**src/rtl/uart_pkg.sv**
```systemverilog
// Shared UART definitions: baud divisors, time_set decode and receiver state encoding.
// Used by both the word receiver and the word transmitter.
package uart_pkg;

    localparam int DIV_W      = 13;
    localparam int DIV_9600   = 5208;
    localparam int DIV_19200  = 2604;
    localparam int DIV_38400  = 1302;
    localparam int DIV_57600  = 868;
    localparam int DIV_115200 = 434;
    localparam int NBYTES_DEF = 5;

    typedef enum logic [1:0] {
        RX_IDLE,
        RX_START,
        RX_DATA,
        RX_STOP
    } rx_state_t;

    // Unused select codes fall back to the slowest rate.
    function automatic logic [DIV_W-1:0] baud_div(input logic [2:0] sel);
        logic [DIV_W-1:0] d;
        unique case (sel)
            3'd1:    d = DIV_W'(DIV_19200);
            3'd2:    d = DIV_W'(DIV_38400);
            3'd3:    d = DIV_W'(DIV_57600);
            3'd4:    d = DIV_W'(DIV_115200);
            default: d = DIV_W'(DIV_9600);
        endcase
        return d;
    endfunction

endpackage

```
**src/rtl/recv_byte.sv**
```systemverilog
// 8N1 byte receiver: input synchronizer, start/data/stop FSM and bit timing.
// Emits the byte with a one-cycle done pulse, or an error pulse on a low stop bit.
module recv_byte
    import uart_pkg::*;
(
    input  logic       sys_clk,
    input  logic       rst_n,
    input  logic       uart_rx,
    input  logic [2:0] time_set,
    output logic [7:0] rx_byte,
    output logic       rx_done,
    output logic       rx_err,
    output logic       rx_idle
);

    logic             rx_s1;
    logic             rx_s2;
    logic             rx_d;
    logic             fall;
    rx_state_t        state;
    rx_state_t        state_nxt;
    logic [DIV_W-1:0] div_q;
    logic [DIV_W-1:0] div_nxt;
    logic [DIV_W-1:0] cnt;
    logic [DIV_W-1:0] cnt_nxt;
    logic [2:0]       bit_idx;
    logic [2:0]       bit_nxt;
    logic [7:0]       shreg;
    logic [7:0]       sh_nxt;
    logic [7:0]       byte_nxt;
    logic             done_nxt;
    logic             err_nxt;

    always_ff @(posedge sys_clk or negedge rst_n) begin
        if (!rst_n) begin
            rx_s1 <= 1'b1;
            rx_s2 <= 1'b1;
            rx_d  <= 1'b1;
        end else begin
            rx_s1 <= uart_rx;
            rx_s2 <= rx_s1;
            rx_d  <= rx_s2;
        end
    end

    assign fall    = rx_d & ~rx_s2;
    assign rx_idle = (state == RX_IDLE);

    always_comb begin
        state_nxt = state;
        div_nxt   = div_q;
        cnt_nxt   = cnt + 1'b1;
        bit_nxt   = bit_idx;
        sh_nxt    = shreg;
        byte_nxt  = rx_byte;
        done_nxt  = 1'b0;
        err_nxt   = 1'b0;
        unique case (state)
            RX_IDLE: begin
                cnt_nxt = '0;
                if (fall) begin
                    // Rate is frozen here for the whole byte.
                    state_nxt = RX_START;
                    div_nxt   = baud_div(time_set);
                    cnt_nxt   = DIV_W'(1);
                end
            end
            RX_START: begin
                if (cnt == (div_q >> 1)) begin
                    state_nxt = rx_s2 ? RX_IDLE : RX_DATA;
                    cnt_nxt   = DIV_W'(1);
                    bit_nxt   = 3'd0;
                end
            end
            RX_DATA: begin
                if (cnt == div_q) begin
                    sh_nxt  = {rx_s2, shreg[7:1]};
                    cnt_nxt = DIV_W'(1);
                    bit_nxt = bit_idx + 3'd1;
                    if (bit_idx == 3'd7) state_nxt = RX_STOP;
                end
            end
            RX_STOP: begin
                if (cnt == div_q) begin
                    state_nxt = RX_IDLE;
                    cnt_nxt   = '0;
                    byte_nxt  = shreg;
                    done_nxt  = rx_s2;
                    err_nxt   = ~rx_s2;
                end
            end
            default: state_nxt = RX_IDLE;
        endcase
    end

    always_ff @(posedge sys_clk or negedge rst_n) begin
        if (!rst_n) begin
            state   <= RX_IDLE;
            div_q   <= DIV_W'(DIV_9600);
            cnt     <= '0;
            bit_idx <= 3'd0;
            shreg   <= 8'h00;
            rx_byte <= 8'h00;
            rx_done <= 1'b0;
            rx_err  <= 1'b0;
        end else begin
            state   <= state_nxt;
            div_q   <= div_nxt;
            cnt     <= cnt_nxt;
            bit_idx <= bit_nxt;
            shreg   <= sh_nxt;
            rx_byte <= byte_nxt;
            rx_done <= done_nxt;
            rx_err  <= err_nxt;
        end
    end

endmodule

```
**src/rtl/uart_word_rx.sv**
```systemverilog
// Reassembles NBYTES UART bytes (lowest byte first) into one parallel word,
// with frame-error and inter-byte timeout recovery.
module uart_word_rx
    import uart_pkg::*;
#(
    parameter int NBYTES       = NBYTES_DEF,
    parameter int TIMEOUT_CLKS = 104160
) (
    input  logic                  sys_clk,
    input  logic                  rst_n,
    input  logic                  uart_rx,
    input  logic [2:0]            time_set,
    output logic [8*NBYTES-1:0]   data_out,
    output logic                  data_valid,
    output logic                  frame_err,
    output logic                  timeout_err,
    output logic                  busy
);

    localparam int W  = 8 * NBYTES;
    localparam int CW = $clog2(NBYTES + 1);
    localparam int TW = $clog2(TIMEOUT_CLKS + 1);

    logic [7:0]    rx_byte;
    logic          rx_done;
    logic          rx_err;
    logic          rx_idle;
    logic [CW-1:0] byte_cnt;
    logic [W-1:0]  shadow;
    logic [W-1:0]  word_nxt;
    logic [TW-1:0] tmo_cnt;
    logic          tmo_run;
    logic          tmo_hit;
    logic          last_byte;

    recv_byte u_recv_byte (
        .sys_clk  (sys_clk),
        .rst_n    (rst_n),
        .uart_rx  (uart_rx),
        .time_set (time_set),
        .rx_byte  (rx_byte),
        .rx_done  (rx_done),
        .rx_err   (rx_err),
        .rx_idle  (rx_idle)
    );

    always_comb begin
        word_nxt = shadow;
        for (int i = 0; i < NBYTES; i++) begin
            if (byte_cnt == CW'(i)) word_nxt[i*8 +: 8] = rx_byte;
        end
    end

    assign last_byte = (byte_cnt == CW'(NBYTES - 1));
    assign tmo_run   = (byte_cnt != '0) && rx_idle;
    assign tmo_hit   = tmo_run && (tmo_cnt == TW'(TIMEOUT_CLKS - 1));
    assign busy      = (byte_cnt != '0) || !rx_idle;

    // Frame error outranks both a good byte and a timeout on the same cycle.
    always_ff @(posedge sys_clk or negedge rst_n) begin
        if (!rst_n) begin
            byte_cnt    <= '0;
            shadow      <= '0;
            data_out    <= '0;
            data_valid  <= 1'b0;
            frame_err   <= 1'b0;
            timeout_err <= 1'b0;
            tmo_cnt     <= '0;
        end else begin
            data_valid  <= 1'b0;
            frame_err   <= 1'b0;
            timeout_err <= 1'b0;
            if (rx_err) begin
                frame_err <= 1'b1;
                byte_cnt  <= '0;
                tmo_cnt   <= '0;
            end else if (rx_done) begin
                shadow  <= word_nxt;
                tmo_cnt <= '0;
                if (last_byte) begin
                    byte_cnt   <= '0;
                    data_out   <= word_nxt;
                    data_valid <= 1'b1;
                end else begin
                    byte_cnt <= byte_cnt + CW'(1);
                end
            end else if (tmo_hit) begin
                timeout_err <= 1'b1;
                byte_cnt    <= '0;
                tmo_cnt     <= '0;
            end else if (tmo_run) begin
                tmo_cnt <= tmo_cnt + TW'(1);
            end else begin
                tmo_cnt <= '0;
            end
        end
    end

endmodule

```
**config.mk**
```make
export PLATFORM = sky130hd
export DESIGN_NAME = uart_word_rx
export DESIGN_NICKNAME = d
export VERILOG_FILES = /design/src/rtl/uart_pkg.sv /design/src/rtl/recv_byte.sv /design/src/rtl/uart_word_rx.sv
export SDC_FILE = /design/constraint.sdc
export NUM_CORES = 1
export LEC_CHECK = 0
export ABC_AREA = 0
export BUFFER_PORTS_ARGS = -buffer_cell sky130_fd_sc_hd__buf_2
export CAP_MARGIN = 20
export CELL_PAD_IN_SITES_DETAIL_PLACEMENT = 1
export CELL_PAD_IN_SITES_GLOBAL_PLACEMENT = 1
export CORE_MARGIN = 2
export CORE_UTILIZATION = 48
export CTS_CLUSTER_SIZE = 28
export DETAILED_ROUTE_END_ITERATION = 12
export HOLD_SLACK_MARGIN = 0.12
export PLACE_DENSITY_LB_ADDON = 0.3
export SYNTH_ARGS = -nofsm -noshare
export SYNTH_HDL_FRONTEND = slang
export SYNTH_SLANG_ARGS = --single-unit
```
**constraint.sdc**
```tcl
create_clock -name sys_clk -period 2.7 [get_ports sys_clk]
set_input_delay 0.135 -clock sys_clk [delete_from_list [all_inputs] [get_ports sys_clk]]
set_output_delay 0.135 -clock sys_clk [all_outputs]
set_load 0.005 [all_outputs]
```
Word-level counts from Yosys, hierarchy flattened
Cells that the tools add are included.
Storage, ports and cells
  logic and storage cells: 101
  output and inout port bits: 44
  register bits: 155
  input bits: 6
Cells by class
  eq/ne operators: 20
  reductions and logical operators: 16
  $add $sub $neg: 4
  bitwise gates (word level): 3
  muxes and demuxes: 40
Operators with widths (number)
  $pmux 13 s4: 2
  $mux 17: 4
  $mux 8: 5
  $mux 13: 3
  $mux 3: 6
  $add 17x1->17 const B: 1
  $eq 17x17->1 const B: 1
  $add 13x1->13 const B: 1
  $eq 13x12->1: 1
  $eq 13x13->1: 1
  $eq 3x2->1 const B: 4
  $mux 1: 12
  $mux 2: 6
  $ne 2x1->1 const B: 5
  $eq 3x3->1 const B: 3
  $pmux 2 s4: 1
  $reduce_and 2->1: 4
  $add 3x1->3 const B: 2
  $eq 3x1->1 const B: 2
  $pmux 3 s2: 1
  $reduce_and 3->1: 2
  $reduce_bool 3->1: 2
  $reduce_and 5->1: 1
  $eq 2x2->1 const B: 2
  9 further kinds: 11

Depth between registers and ports, before layout
Gate-level depths: netlist of the first run.
  depth in word-level cells: 6
  gate-level depth with buffers: 8
  gate-level depth less buffers: 7

Hierarchy
Synthesis of the first run repeated with hierarchy kept, for this count alone.
Second synthesis, totals
  cells, all modules: 595
  area, all modules: 6441.2 µm²
By module, submodules not included
  uart_word_rx: cells each 364, sequential area each 2377.3 µm², area each 3937.5 µm², instances 1
  recv_byte: cells each 231, sequential area each 1286.2 µm², area each 2503.7 µm², instances 1

Least setup slack after synthesis of the first run
No wires, ideal clock.
  path type: reg-to-reg
  start: reg u_recv_byte.div_q[3]
  end: reg u_recv_byte.shreg[6]
  slack: 0.665 ns
  buffers on the path: 0
  arrival: 1.910 ns
  clock period less this slack: 2.035 ns
  stages on the path, launching flop included: 6
  library setup time: 0.125 ns
  data required time: 2.575 ns
  cells stage by stage: dfstp_2 xnor2_1 nand4_2 nor4_4 and2_1 mux2_2
Between the ends
  word-level cells in the longest chain between the ends: 2
Ends and longest elaborated chain
  from (decl): RTL line recv_byte.sv:22  | logic [DIV_W-1:0] div_q;
  from (signal assigned): RTL line recv_byte.sv:99  | div_q <= DIV_W'(DIV_9600);
  from (signal assigned): RTL line recv_byte.sv:108  | div_q <= div_nxt;
  $eq 13x13->1: RTL line recv_byte.sv:76  | if (cnt == div_q) begin
  $reduce_and 2->1 (no source line)
  to (signal assigned): RTL line recv_byte.sv:111  | shreg <= sh_nxt;
  to (decl): RTL line recv_byte.sv:28  | logic [7:0] shreg;
Every way passes these cells.
A chain may end at the register's enable or synchronous reset.

Worst setup path after layout of the first run
  start: reg u_recv_byte.div_q[6]
  end: reg u_recv_byte.cnt[5]
Between the ends
  word-level cells in the longest chain between the ends: 3
  elaborated cells on any way between the ends: 6
  classes of those cells: eq/ne: 2; mux: 4
Ends and longest elaborated chain
  $eq 13x13->1 / $eq 13x12->1 (equally long branches): RTL line recv_byte.sv:76, recv_byte.sv:84, recv_byte.sv:69
  $mux 13 (on tied branches): RTL line recv_byte.sv:84, recv_byte.sv:69, recv_byte.sv:76
  $pmux 13 s4 *: RTL line recv_byte.sv:58  | unique case (state)
  named net u_recv_byte.cnt_nxt[5]: RTL line recv_byte.sv:25  | logic [DIV_W-1:0] cnt_nxt;
  to (signal assigned): RTL line recv_byte.sv:109  | cnt <= cnt_nxt;
  to (decl): RTL line recv_byte.sv:24  | logic [DIV_W-1:0] cnt;
The timed path passes the listed nets; every way through them passes the cells marked *.

==> results of run 1 <==
-- cell usage after synthesis, drive strengths merged, types with 2 or more instances --
master and count:
a21o 3, a21oi 5, a32o 3, and2 3, and3 9, buf 7, clkbuf 13, dfrtp 138
dfstp 8, ha 14, inv 17, mux2 49, mux2i 10, nand2 130, nand2b 4, nand3 18
nand4 9, nor2 30, nor3 14, nor4 2, o211ai 2, o21ai 14, o31ai 3, o41ai 2
xnor2 35, xor2 18
-- layout make-up --
cell class	instances	area, um2
fillers	1411	5560
flip-flops and latches	146	3660
multi-input cells	393	2610
clock buffers	23	488
repair buffers	66	409
well taps	176	220
clock inverters	9	128
inverters	17	63.8
-- power groups by stage --
stage	combinational [mW]	clock (mW)	sequential, mW
after floorplan	0.701	0	2.48
after global placement	0.889	0	2.53
after detailed placement	0.937	0	2.54
after CTS	0.994	2.48	2.50
after global routing	1.10	2.58	2.52
final	0.985	2.44	2.50
-- sequential cells by signal, indices dropped and copies added (netlist names), 3 cells and up, named ones only --
signal               flops
u_recv_byte.rx_byte      8
u_recv_byte.shreg        8
tmo_cnt                 17
shadow                  32
u_recv_byte.div_q       12
byte_cnt                 3
u_recv_byte.cnt         13
data_out                40
u_recv_byte.bit_idx      3
-- routing by layer --
metal	vias up	share of wire, %
li1	2058	-
met1	2223	43
met5	-	0
met4	0	2.3
met2	73	52
met3	31	3.0
-- kinds of logic (layout without fill, tap and decap cells) --
kind of cell	Yosys count	count (layout)	share of synthesized area, %
muxes	59	59	10.1
adders and majority gates	14	14	2.73
xor gates and xnor gates	53	53	7.34
buffers and inverters	37	115	2.41
DFF	146	146	57.0
AOI/OAI and AO/OA	41	41	4.50
and+or+nand+nor	226	226	15.9
-- cell usage in the layout (no fill, tap or decap), types with 3 or more instances in the layout --
| cell | count |
|---|---|
| sky130_fd_sc_hd__and3_1 | 9 |
| sky130_fd_sc_hd__dfstp_2 | 8 |
| sky130_fd_sc_hd__o21ai_0 | 14 |
| sky130_fd_sc_hd__clkinv_2 | 4 |
| sky130_fd_sc_hd__dfrtp_1 | 138 |
| sky130_fd_sc_hd__buf_4 | 9 |
| sky130_fd_sc_hd__clkbuf_8 | 4 |
| sky130_fd_sc_hd__nand2_1 | 128 |
| sky130_fd_sc_hd__ha_1 | 14 |
| sky130_fd_sc_hd__nand3_1 | 18 |
| sky130_fd_sc_hd__a32o_1 | 3 |
| sky130_fd_sc_hd__mux2_2 | 49 |
| sky130_fd_sc_hd__bufinv_16 | 3 |
| sky130_fd_sc_hd__nor3_1 | 14 |
| sky130_fd_sc_hd__inv_1 | 17 |
| sky130_fd_sc_hd__a21o_1 | 3 |
| sky130_fd_sc_hd__buf_2 | 48 |
| sky130_fd_sc_hd__mux2i_1 | 10 |
| sky130_fd_sc_hd__clkbuf_16 | 17 |
| sky130_fd_sc_hd__nor2_1 | 30 |
| sky130_fd_sc_hd__a21oi_1 | 5 |
| sky130_fd_sc_hd__o31ai_1 | 3 |
| sky130_fd_sc_hd__nand4_1 | 8 |
| sky130_fd_sc_hd__and2_1 | 3 |
| sky130_fd_sc_hd__nand2b_1 | 4 |
| sky130_fd_sc_hd__xnor2_1 | 34 |
| sky130_fd_sc_hd__dlygate4sd3_1 | 7 |
| sky130_fd_sc_hd__xor2_1 | 18 |
-- path summary, 6_finish.rpt --
| kind | to | slack (ps) |
|---|---|---|
| max in group asynchronous | u_recv_byte.rx_s2 | 1510 |
| hold / removal | tmo_cnt[13] | 310 |
| setup reg to reg | u_recv_byte.cnt[5] | 390 |
| setup / recovery | u_recv_byte.cnt[5] | 390 |
| min in group sys_clk | u_recv_byte.rx_s1 | 360 |
| hold reg to reg | u_recv_byte.rx_s2 | 380 |
-- through the flow --
stage	instances	util (%)	worst slack, ps	power (mW)
2_1_floorplan	576	-	665	3.19
3_3_place_gp	791	52.5	591	3.42
3_5_place_dp	791	52.5	486	3.48
4_1_cts	830	57.7	415	5.98
5_1_grt	830	57.7	193	6.20
6_report	830	57.7	386	5.92
==> flow_metrics.py, run 1 <==
metrics = {
    "outcome": {
        "status": "complete, no violations",
    },
    "floorplanning": {
        "design.portCount": 50,
        "die_span_in_y_um": 120,
        "floorplan.die.width_um": 120,
        "die_area_um2": 14300,
        "start_util_pct": 48.9,
        "rows": 42,
        "placeableCoreArea_um2": 13100,
    },
    "yosys": {
        "synthesis.nets": 596,
        "synth.avg_cell_area_um2": 11.2,
        "netlist-cell-type-count": 50,
        "synth_enable_flop_cells": 0,
        "biggest_area_contributors_in_the_synthesized_netlist": "sky130_fd_sc_hd__dfrtp_1, sky130_fd_sc_hd__mux2_2, sky130_fd_sc_hd__nand2_1, sky130_fd_sc_hd__xnor2_1, sky130_fd_sc_hd__dfstp_2",
        "mappedNetlistArea_um2": 6430,
        "synthCells": 576,
        "synth_flop_cell": "sky130_fd_sc_hd__dfrtp_1",
        "synth.largest_area_cell": "sky130_fd_sc_hd__dfrtp_1",
        "synth_top_cell_area_share_pct": 53.7,
        "synth_async_sr_flop_share_pct": 100,
        "postSynthRegisterBits": 146,
        "synthesis.yosys.warnings": 0,
        "synth_seq_area_share_pct": 57.0,
    },
    "global_routing": {
        "global_routing_usage_summed_across_all_routing_layers_pct": 23.2,
        "vias_in_the_first_global_route": 4916,
        "use_met2_pct": 39.8,
        "met1_usage_pct": 28.2,
        "gr-max-usage-layer": "met2",
        "global_route_met3_utilization_pct": 6.42,
        "grt.overflow.total": 0,
        "grt_max_degree": 75,
        "antenna_violations_before_repair": 0,
        "grt_first_pass_wirelength_um": 25500,
    },
    "timing": {
        "worst_slew_margin_rel_pct": 53.9,
        "max_clock_freq_mhz": 432,
        "finalWorstPathRequiredPeriod_ps": 2310,
        "timing_max_transition_violations_final": 0,
        "timing.clock.skew_ps": 7.82,
        "max_slew.worst_pin.slew_ps": 692,
        "timing.final.hold_violations": 0,
        "timing.final.setup_violations": 0,
        "grt_setup_unrepaired": "false",
        "tns_ps": 0,
        "finalHoldWorstSlack_ps": 306,
        "finalCritPeriodShare_pct": 85.7,
    },
    "clock_tree": {
        "cts_sinks": 146,
        "tritoncts_clock_tree": "done",
        "clock_buffer_count_from_cts": 17,
        "ctsHtreeMaxLevel": 4,
        "hold_buffers": 7,
        "cts_resized": 0,
        "insertion_delay_ps": 420,
        "cts.clk_slew.worst_paths_ps": 60,
        "cts.root.buffer_cell": "sky130_fd_sc_hd__clkbuf_16",
        "cts.repair_timing.setup_buffer_count": 0,
        "cts.path.max_buffers": 2,
    },
    "run": {
        "max_cap_viol_count": 0,
    },
    "setup_path": {
        "regToRegStartpoint": "u_recv_byte.div_q[6]",
        "critical_path.max_fanout": 12,
        "worst-endpoint-arrival_ps": 2600,
        "r2r.worst_path.cells": 5,
        "critical_path_rt_ps": 2980,
        "setup.worst_path.start": "u_recv_byte.div_q[6]",
        "cp_slowest_stage_delay_ps": 680,
        "endpoint_kind": "register",
        "worst_path_max_delay_cell": "sky130_fd_sc_hd__o41ai_2",
        "startpoint_type": "register",
        "cp_cell_sequence": "xnor2_1 > nand4_1 > o41ai_2 > o21a_1 > nor3_1",
        "critical_path.n_buffers_inverters": 0,
        "worst-setup-path-type": "reg2reg",
        "critPathTopFamily": "compound AO/OA/AOI/OAI gates",
        "cp_num_cells": 5,
    },
    "layout": {
        "fin_nets": 661,
        "area.growth.synth_to_final_pct": 17.9,
        "drive_above_1_share_pct": 23.5,
        "finalInstanceArea_um2": 7580,
        "antenna-diode-count": 0,
    },
    "power": {
        "clkPwrFrac_pct": 41.2,
        "netSwitchingPower_mw": 1.63,
        "swShare_pct": 27.6,
        "internal_power_mw": 4.29,
        "power.combinational.fraction_pct": 16.6,
        "cellPowerDensity_nw_per_um2": 781,
        "leakage_nw": 3.79,
        "share_seq_of_total_power_pct": 42.2,
        "irDropWorstVdd_uv": 647,
    },
    "routing": {
        "drt_pre_antenna_iters": 5,
        "detail_route.iter0.violations": 182,
        "num_vias": 4385,
        "route.final.wire_length_um": 15100,
        "antenna_violating_nets_post_route": 0,
        "viasPerCell": 5.28,
        "drc": 0,
        "wl_per_cell_um": 18.2,
    },
    "placed_design": {
        "detailed_place.area_um2": 6900,
        "routabilityCongestion": 0.843,
        "dp_hpwl_um": 9670,
        "port_buffers": 49,
    },
    "worst_hold_path": {
        "hold_class": "in2async",
    },
}
(Power assumes the default switching activity.)
==> inputs of run 2 (changes only) <==
ABC_AREA = 1   (was 0)
CORE_UTILIZATION = 46   (was 48)
SLEW_MARGIN = 20   (was default)
==> run 2 against run 1 <==
Critical path depth increased by 4. Sequential share of layout area shrank 2.3 points. Synthesized cell count up 39%. Clock skew increased by 3.5 ps. Critical endpoint is now tmo_cnt[10]. Largest power group is now clock.
==> flow_metrics.py, run 2 <==
metrics = {
    "global_routing": {
        "grt_max_degree": 83,
        "global_routing_usage_summed_across_all_routing_layers_pct": 23.7,
        "grt_first_pass_wirelength_um": 29900,
        "vias_in_the_first_global_route": 6027,
        "grt.overflow.total": 0,
        "antenna_violations_before_repair": 0,
    },
    "timing": {
        "finalHoldWorstSlack_ps": 319,
        "max_slew.worst_pin.slew_ps": 905,
        "timing.final.hold_violations": 0,
        "timing.final.setup_violations": 0,
        "grt_setup_unrepaired": "false",
        "max_clock_freq_mhz": 455,
        "finalCritPeriodShare_pct": 81.3,
        "finalWorstPathRequiredPeriod_ps": 2200,
        "timing_max_transition_violations_final": 0,
        "worst_slew_margin_rel_pct": 39.7,
        "tns_ps": 0,
        "timing.clock.skew_ps": 11.4,
    },
    "layout": {
        "sequential_cell_area_um2": 3660,
        "multi_input_gate_area_in_the_final_layout_um2": 2720,
        "layout.cells.most_common_list": "sky130_fd_sc_hd__nand2_1, sky130_fd_sc_hd__dfrtp_1, sky130_fd_sc_hd__o21ai_0",
        "fillerInstances": 1744,
        "finalInstanceArea_um2": 7960,
        "fin_nets": 879,
        "register_with_the_most_flip_flops": "data_out",
        "layout_commonest_cell": "sky130_fd_sc_hd__nand2_1",
        "antenna-diode-count": 0,
        "drive_above_1_share_pct": 14.8,
        "reg_top3": "data_out (40), shadow (32), tmo_cnt (17)",
        "largest_register_ff_count": 40,
        "area.growth.synth_to_final_pct": 16.6,
    },
    "power": {
        "cellPowerDensity_nw_per_um2": 764,
        "irDropWorstVdd_uv": 561,
        "p_total_mw": 6.08,
        "leakage_nw": 4.03,
    },
    "setup_path": {
        "regToRegStartpoint": "byte_cnt[0]",
        "setup.worst_path.end": "tmo_cnt[10]",
        "worst_path_max_delay_cell": "sky130_fd_sc_hd__nand3_1",
        "cp_num_cells": 9,
        "critical-path-top-cell-by-count": "sky130_fd_sc_hd__inv_1",
        "timing.rr.end": "tmo_cnt[10]",
        "endpoint_kind": "register",
        "critical_path.n_buffers_inverters": 2,
        "cp_cell_sequence": "inv_1 > ha_1 > nand2_4 > nand2_1 > inv_1 > nand4_1 > nand3_1 > nor2_1 > o21a_1",
        "startpoint_type": "register",
        "critical_path_rt_ps": 3070,
        "r2r.worst_path.cells": 9,
        "setup.worst_path.start": "byte_cnt[0]",
        "critPathTopFamily": "simple AND/OR/NAND/NOR gates",
        "critical_path.max_fanout": 16,
        "worst-endpoint-arrival_ps": 2570,
        "ff2ff_setup_slack_ps": 500,
        "worst-setup-path-type": "reg2reg",
        "cp_slowest_stage_delay_ps": 480,
    },
    "clock_tree": {
        "cts.root.buffer_cell": "sky130_fd_sc_hd__clkbuf_16",
        "cts_sinks": 146,
        "cts.path.max_buffers": 2,
        "tritoncts_clock_tree": "done",
        "cts_resized": 0,
        "cts.repair_timing.setup_buffer_count": 0,
        "cts.clk_slew.worst_paths_ps": 70,
        "clock_buffer_count_from_cts": 17,
        "ctsHtreeMaxLevel": 4,
        "insertion_delay_ps": 440,
    },
    "routing": {
        "drt_pre_antenna_iters": 6,
        "route.final.wire_length_um": 17700,
        "detail_route.iter0.violations": 250,
        "viasPerCell": 5.22,
        "wl_per_cell_um": 16.8,
        "num_vias": 5517,
        "dr.max_layer_used": "met4",
        "met3_wirelength_um": 606,
        "met2WireLength_um": 8840,
        "drc": 0,
        "antenna_violating_nets_post_route": 0,
        "routed_length_on_met1_um": 7940,
    },
    "floorplanning": {
        "die_area_um2": 15800,
        "design.portCount": 50,
        "rows": 44,
        "die_span_in_y_um": 126,
        "placeableCoreArea_um2": 14500,
        "start_util_pct": 47.0,
        "floorplan.die.width_um": 126,
    },
    "yosys": {
        "synthesis.nets": 822,
        "ys_top_cells_by_count": "sky130_fd_sc_hd__nand2_1, sky130_fd_sc_hd__dfrtp_1, sky130_fd_sc_hd__o21ai_0",
        "postSynthRegisterBits": 146,
        "netlist-cell-type-count": 39,
        "synthCells": 802,
        "biggest_area_contributors_in_the_synthesized_netlist": "sky130_fd_sc_hd__dfrtp_1, sky130_fd_sc_hd__nand2_1, sky130_fd_sc_hd__o21ai_0, sky130_fd_sc_hd__inv_1, sky130_fd_sc_hd__mux2i_1",
        "mappedNetlistArea_um2": 6830,
        "synth_seq_area_share_pct": 53.7,
        "synth_flop_cell": "sky130_fd_sc_hd__dfrtp_1",
        "synth_enable_flop_cells": 0,
        "synth.avg_cell_area_um2": 8.51,
        "synth_top_cell_area_share_pct": 50.6,
        "yosys.cell_count.top_type": "sky130_fd_sc_hd__nand2_1",
        "synthesis.yosys.warnings": 0,
        "synth.largest_area_cell": "sky130_fd_sc_hd__dfrtp_1",
        "synth_async_sr_flop_share_pct": 100,
    },
    "placed_design": {
        "dp_hpwl_um": 12000,
        "port_buffers": 49,
        "routabilityCongestion": 0.867,
        "detailed_place.area_um2": 7270,
    },
    "outcome": {
        "status": "complete, no violations",
    },
    "worst_hold_path": {
        "hold_class": "in2async",
    },
    "run": {
        "max_cap_viol_count": 0,
    },
}
==> run 2: power by group <==
| group | switching, mW | internal, mW |
|---|---|---|
| Combinational | 0.663 | 0.330 |
| Sequential | 0.170 | 2.34 |
| Clock | 1.08 | 1.50 |
==> run 2: final cells by class <==
type,instances,share of cell area [%]
Inverter,92,4.39
Multi-Input combinational cell,544,34.2
Clock inverter,15,2.67
Tap cell,184,2.89
Timing Repair Buffer,58,4.48
Clock buffer,17,5.34
Sequential cell,146,46.0
==> run 2: what timing repair did <==
item	CTS	global route
hold endpoints to repair	85	0
endpoints found under the setup margin	0	0
hold buffers	5	0
==> run 2: worst min path at each step <==
stage,startpoint,end
floorplan,rst_n,async pin
global placement,rst_n,tmo_cnt[13]
detailed placement,rst_n,tmo_cnt[15]
CTS,rst_n,tmo_cnt[15]
global route,u_recv_byte.rx_s1,u_recv_byte.rx_s2
finish,rst_n,tmo_cnt[15]
==> run 2: worst register-to-register path, cell delays in order, from the launching register on <==
cell	delay, ps
sky130_fd_sc_hd__dfrtp_1	400
sky130_fd_sc_hd__inv_1	130
sky130_fd_sc_hd__ha_1	270
sky130_fd_sc_hd__nand2_4	160
sky130_fd_sc_hd__nand2_1	90
sky130_fd_sc_hd__inv_1	50
sky130_fd_sc_hd__nand4_1	140
sky130_fd_sc_hd__nand3_1	480
sky130_fd_sc_hd__nor2_1	260
sky130_fd_sc_hd__o21a_1	150
==> run 2: routing by layer <==
metal	global-route usage (%)	vias to the layer above
li1	-	2646
met1	30.4	2762
met2	40.8	82
met3	4.72	27
met4	7.50	0
met5	0	-
==> run 2: cells by family after synthesis <==
kind of cell,after synthesis,synth area share (%)
flops,146,53.7
xor+xnor,14,1.80
mux,24,3.52
compound gates,112,8.56
fa+ha+maj,14,2.57
buf+inv,112,6.45
simple gates,380,23.4
==> run 2: stage by stage <==
stage	util (%)	std cells	setup WS [ps]
after floorplan	-	802	1030
after global routing	54.8	1056	335
after detailed placement	50.0	1019	566
final	54.8	1056	504
after global placement	50.0	1019	732
after CTS	54.8	1056	511
==> inputs of run 3 (changes only) <==
CORE_UTILIZATION = 41   (was 46)
clock period = 1.9 ns   (was 2.7 ns; I/O delays follow)
==> run 3 against run 2 <==
Register-to-register slack lost 380 ps. Core utilization decreased by 4.9 points. Global-route usage shrank 2.6 points. Combinational power increased by 51%. Critical path type unchanged. Largest cell class unchanged.
==> flow_metrics.py, run 3 (synthesis gave the netlist of run 2 again) <==
metrics = {
    "worst_hold_path": {
        "hold_class": "in2async",
    },
    "setup_path": {
        "r2r.worst_path.cells": 13,
        "ff2ff_setup_slack_ps": 120,
        "cp_num_cells": 13,
        "critPathTopFamily": "simple AND/OR/NAND/NOR gates",
        "endpoint_kind": "register",
        "cp_cell_sequence": "inv_1 > nand2_1 > nand2_1 > nor2_1 > nand2_1 > nor2_2 > nand2_4 > nand2_2 > nand2_4 > nor2_4 > inv_4 > nand2_2 > nor2_1",
        "setup.worst_path.start": "u_recv_byte.div_q[3]",
        "critical_path.n_buffers_inverters": 2,
        "worst_path_max_delay_cell": "sky130_fd_sc_hd__dfstp_2",
        "worst-setup-path-type": "reg2reg",
        "cp_slowest_stage_delay_ps": 550,
        "critical_path.max_fanout": 10,
        "startpoint_type": "register",
        "critical_path_rt_ps": 2210,
        "setup.worst_path.end": "u_recv_byte.cnt[12]",
        "regToRegStartpoint": "u_recv_byte.div_q[3]",
        "timing.rr.end": "u_recv_byte.cnt[12]",
        "worst-endpoint-arrival_ps": 2090,
        "critical-path-top-cell-by-count": "sky130_fd_sc_hd__nand2_1",
    },
    "layout": {
        "layout_commonest_cell": "sky130_fd_sc_hd__nand2_1",
        "reg_top3": "data_out (40), shadow (32), tmo_cnt (17)",
        "finalInstanceArea_um2": 8180,
        "antenna-diode-count": 0,
        "fin_nets": 898,
        "layout.cells.most_common_list": "sky130_fd_sc_hd__nand2_1, sky130_fd_sc_hd__dfrtp_1, sky130_fd_sc_hd__o21ai_0",
        "register_with_the_most_flip_flops": "data_out",
        "largest_register_ff_count": 40,
        "area.growth.synth_to_final_pct": 19.8,
        "drive_above_1_share_pct": 17.9,
        "finish.utilization_pct": 49.9,
    },
    "clock_tree": {
        "cts_sinks": 146,
        "ctsHtreeMaxLevel": 4,
        "tritoncts_clock_tree": "done",
        "cts.root.buffer_cell": "sky130_fd_sc_hd__clkbuf_16",
        "insertion_delay_ps": 430,
        "clock_buffer_count_from_cts": 17,
        "cts.path.max_buffers": 2,
        "cts.clk_slew.worst_paths_ps": 60,
    },
    "power": {
        "irDropWorstVdd_uv": 587,
        "leakage_nw": 4.11,
        "p_total_mw": 8.37,
        "cellPowerDensity_nw_per_um2": 1020,
    },
    "global_routing": {
        "grt.overflow.total": 0,
        "grt_first_pass_wirelength_um": 29700,
        "vias_in_the_first_global_route": 5984,
        "antenna_violations_before_repair": 0,
        "grt_max_degree": 54,
        "global_routing_usage_summed_across_all_routing_layers_pct": 21.1,
    },
    "routing": {
        "drt_pre_antenna_iters": 4,
        "wl_per_cell_um": 15.7,
        "drc": 0,
        "num_vias": 5508,
        "detail_route.iter0.violations": 317,
        "viasPerCell": 4.96,
        "route.final.wire_length_um": 17400,
        "antenna_violating_nets_post_route": 0,
    },
    "timing": {
        "timing.final.hold_violations": 0,
        "max_slew.worst_pin.slew_ps": 558,
        "max_clock_freq_mhz": 563,
        "worst_slew_margin_rel_pct": 62.7,
        "finalWorstPathRequiredPeriod_ps": 1780,
        "grt_setup_unrepaired": "true",
        "finalHoldWorstSlack_ps": 201,
        "timing.final.setup_violations": 0,
        "timing_max_transition_violations_final": 0,
        "timing.clock.skew_ps": 10.7,
        "finalCritPeriodShare_pct": 93.6,
    },
    "outcome": {
        "status": "complete, no violations",
    },
    "placed_design": {
        "port_buffers": 49,
        "dp_hpwl_um": 12200,
        "detailed_place.area_um2": 7430,
        "routabilityCongestion": 0.912,
    },
    "floorplanning": {
        "placeableCoreArea_um2": 16400,
        "design.portCount": 50,
        "floorplan.die.width_um": 133,
        "rows": 47,
        "start_util_pct": 41.6,
        "die_span_in_y_um": 133,
        "die_area_um2": 17700,
    },
    "run": {
        "max_cap_viol_count": 0,
    },
}
[run 3: what timing repair did]
action	4_1_cts	5_1_grt
hold endpoints to repair	150	0
setup buffers	0	5
gates resized for setup	0	18
hold buffers	5	0
setup endpoints to repair	0	21
[run 3: report_power, final]
group	total [mW]	switching, mW	internal [mW]	leakage [nW]
clock network	3.35	1.34	2.00	0.279
registers	3.52	0.186	3.33	2.00
logic	1.50	0.974	0.528	1.83
[run 3: worst min path at each step]
stage / start / to / slack [ps] / cells past startpoint
floorplan: rst_n / async pin / -200 / 0
global placement: rst_n / timeout_err / 90 / 1
detailed placement: rst_n / timeout_err / 90 / 1
CTS: rst_n / data_out[26] / 210 / 2
global route: rst_n / data_out[26] / 270 / 2
finish: rst_n / timeout_err / 200 / 2
[run 3: layout make-up]
type,count,area (um2)
tap,220,275
multi-input combinational,544,2770
inverter,92,353
clock inverter,11,131
timing repair buffer,77,532
clock buffer,20,457
fill,1964,8230
sequential,146,3660
[run 3: worst reg2reg max path, cell delays in order, from the launching register on]
cell and delay (ps):
sky130_fd_sc_hd__dfstp_2 550, sky130_fd_sc_hd__inv_1 60, sky130_fd_sc_hd__nand2_1 60, sky130_fd_sc_hd__nand2_1 50, sky130_fd_sc_hd__nor2_1 90, sky130_fd_sc_hd__nand2_1 90
sky130_fd_sc_hd__nor2_2 160, sky130_fd_sc_hd__nand2_4 100, sky130_fd_sc_hd__nand2_2 90, sky130_fd_sc_hd__nand2_4 70, sky130_fd_sc_hd__nor2_4 120, sky130_fd_sc_hd__inv_4 80
sky130_fd_sc_hd__nand2_2 70, sky130_fd_sc_hd__nor2_1 40
[run 3: routing by layer]
layer  GRT usage (%)  up-vias  wire [um]
li1                -     2681          -
met1            27.2     2728       7920
met2            36.1       77       8730
met3            3.52       22        432
met4            7.59        0        314
met5               0        -          0
[run 3: stage by stage]
| step | setup WS (ps) | std cells | TNS, ps |
|---|---|---|---|
| final | 122 | 1110 | 0 |
| after global routing | -23.4 | 1110 | -51.0 |
| after CTS | 9.97 | 1105 | 0 |
| after detailed placement | 25.4 | 1069 | 0 |
| after global placement | 118 | 1069 | 0 |
| after floorplan | 232 | 802 | 0 |
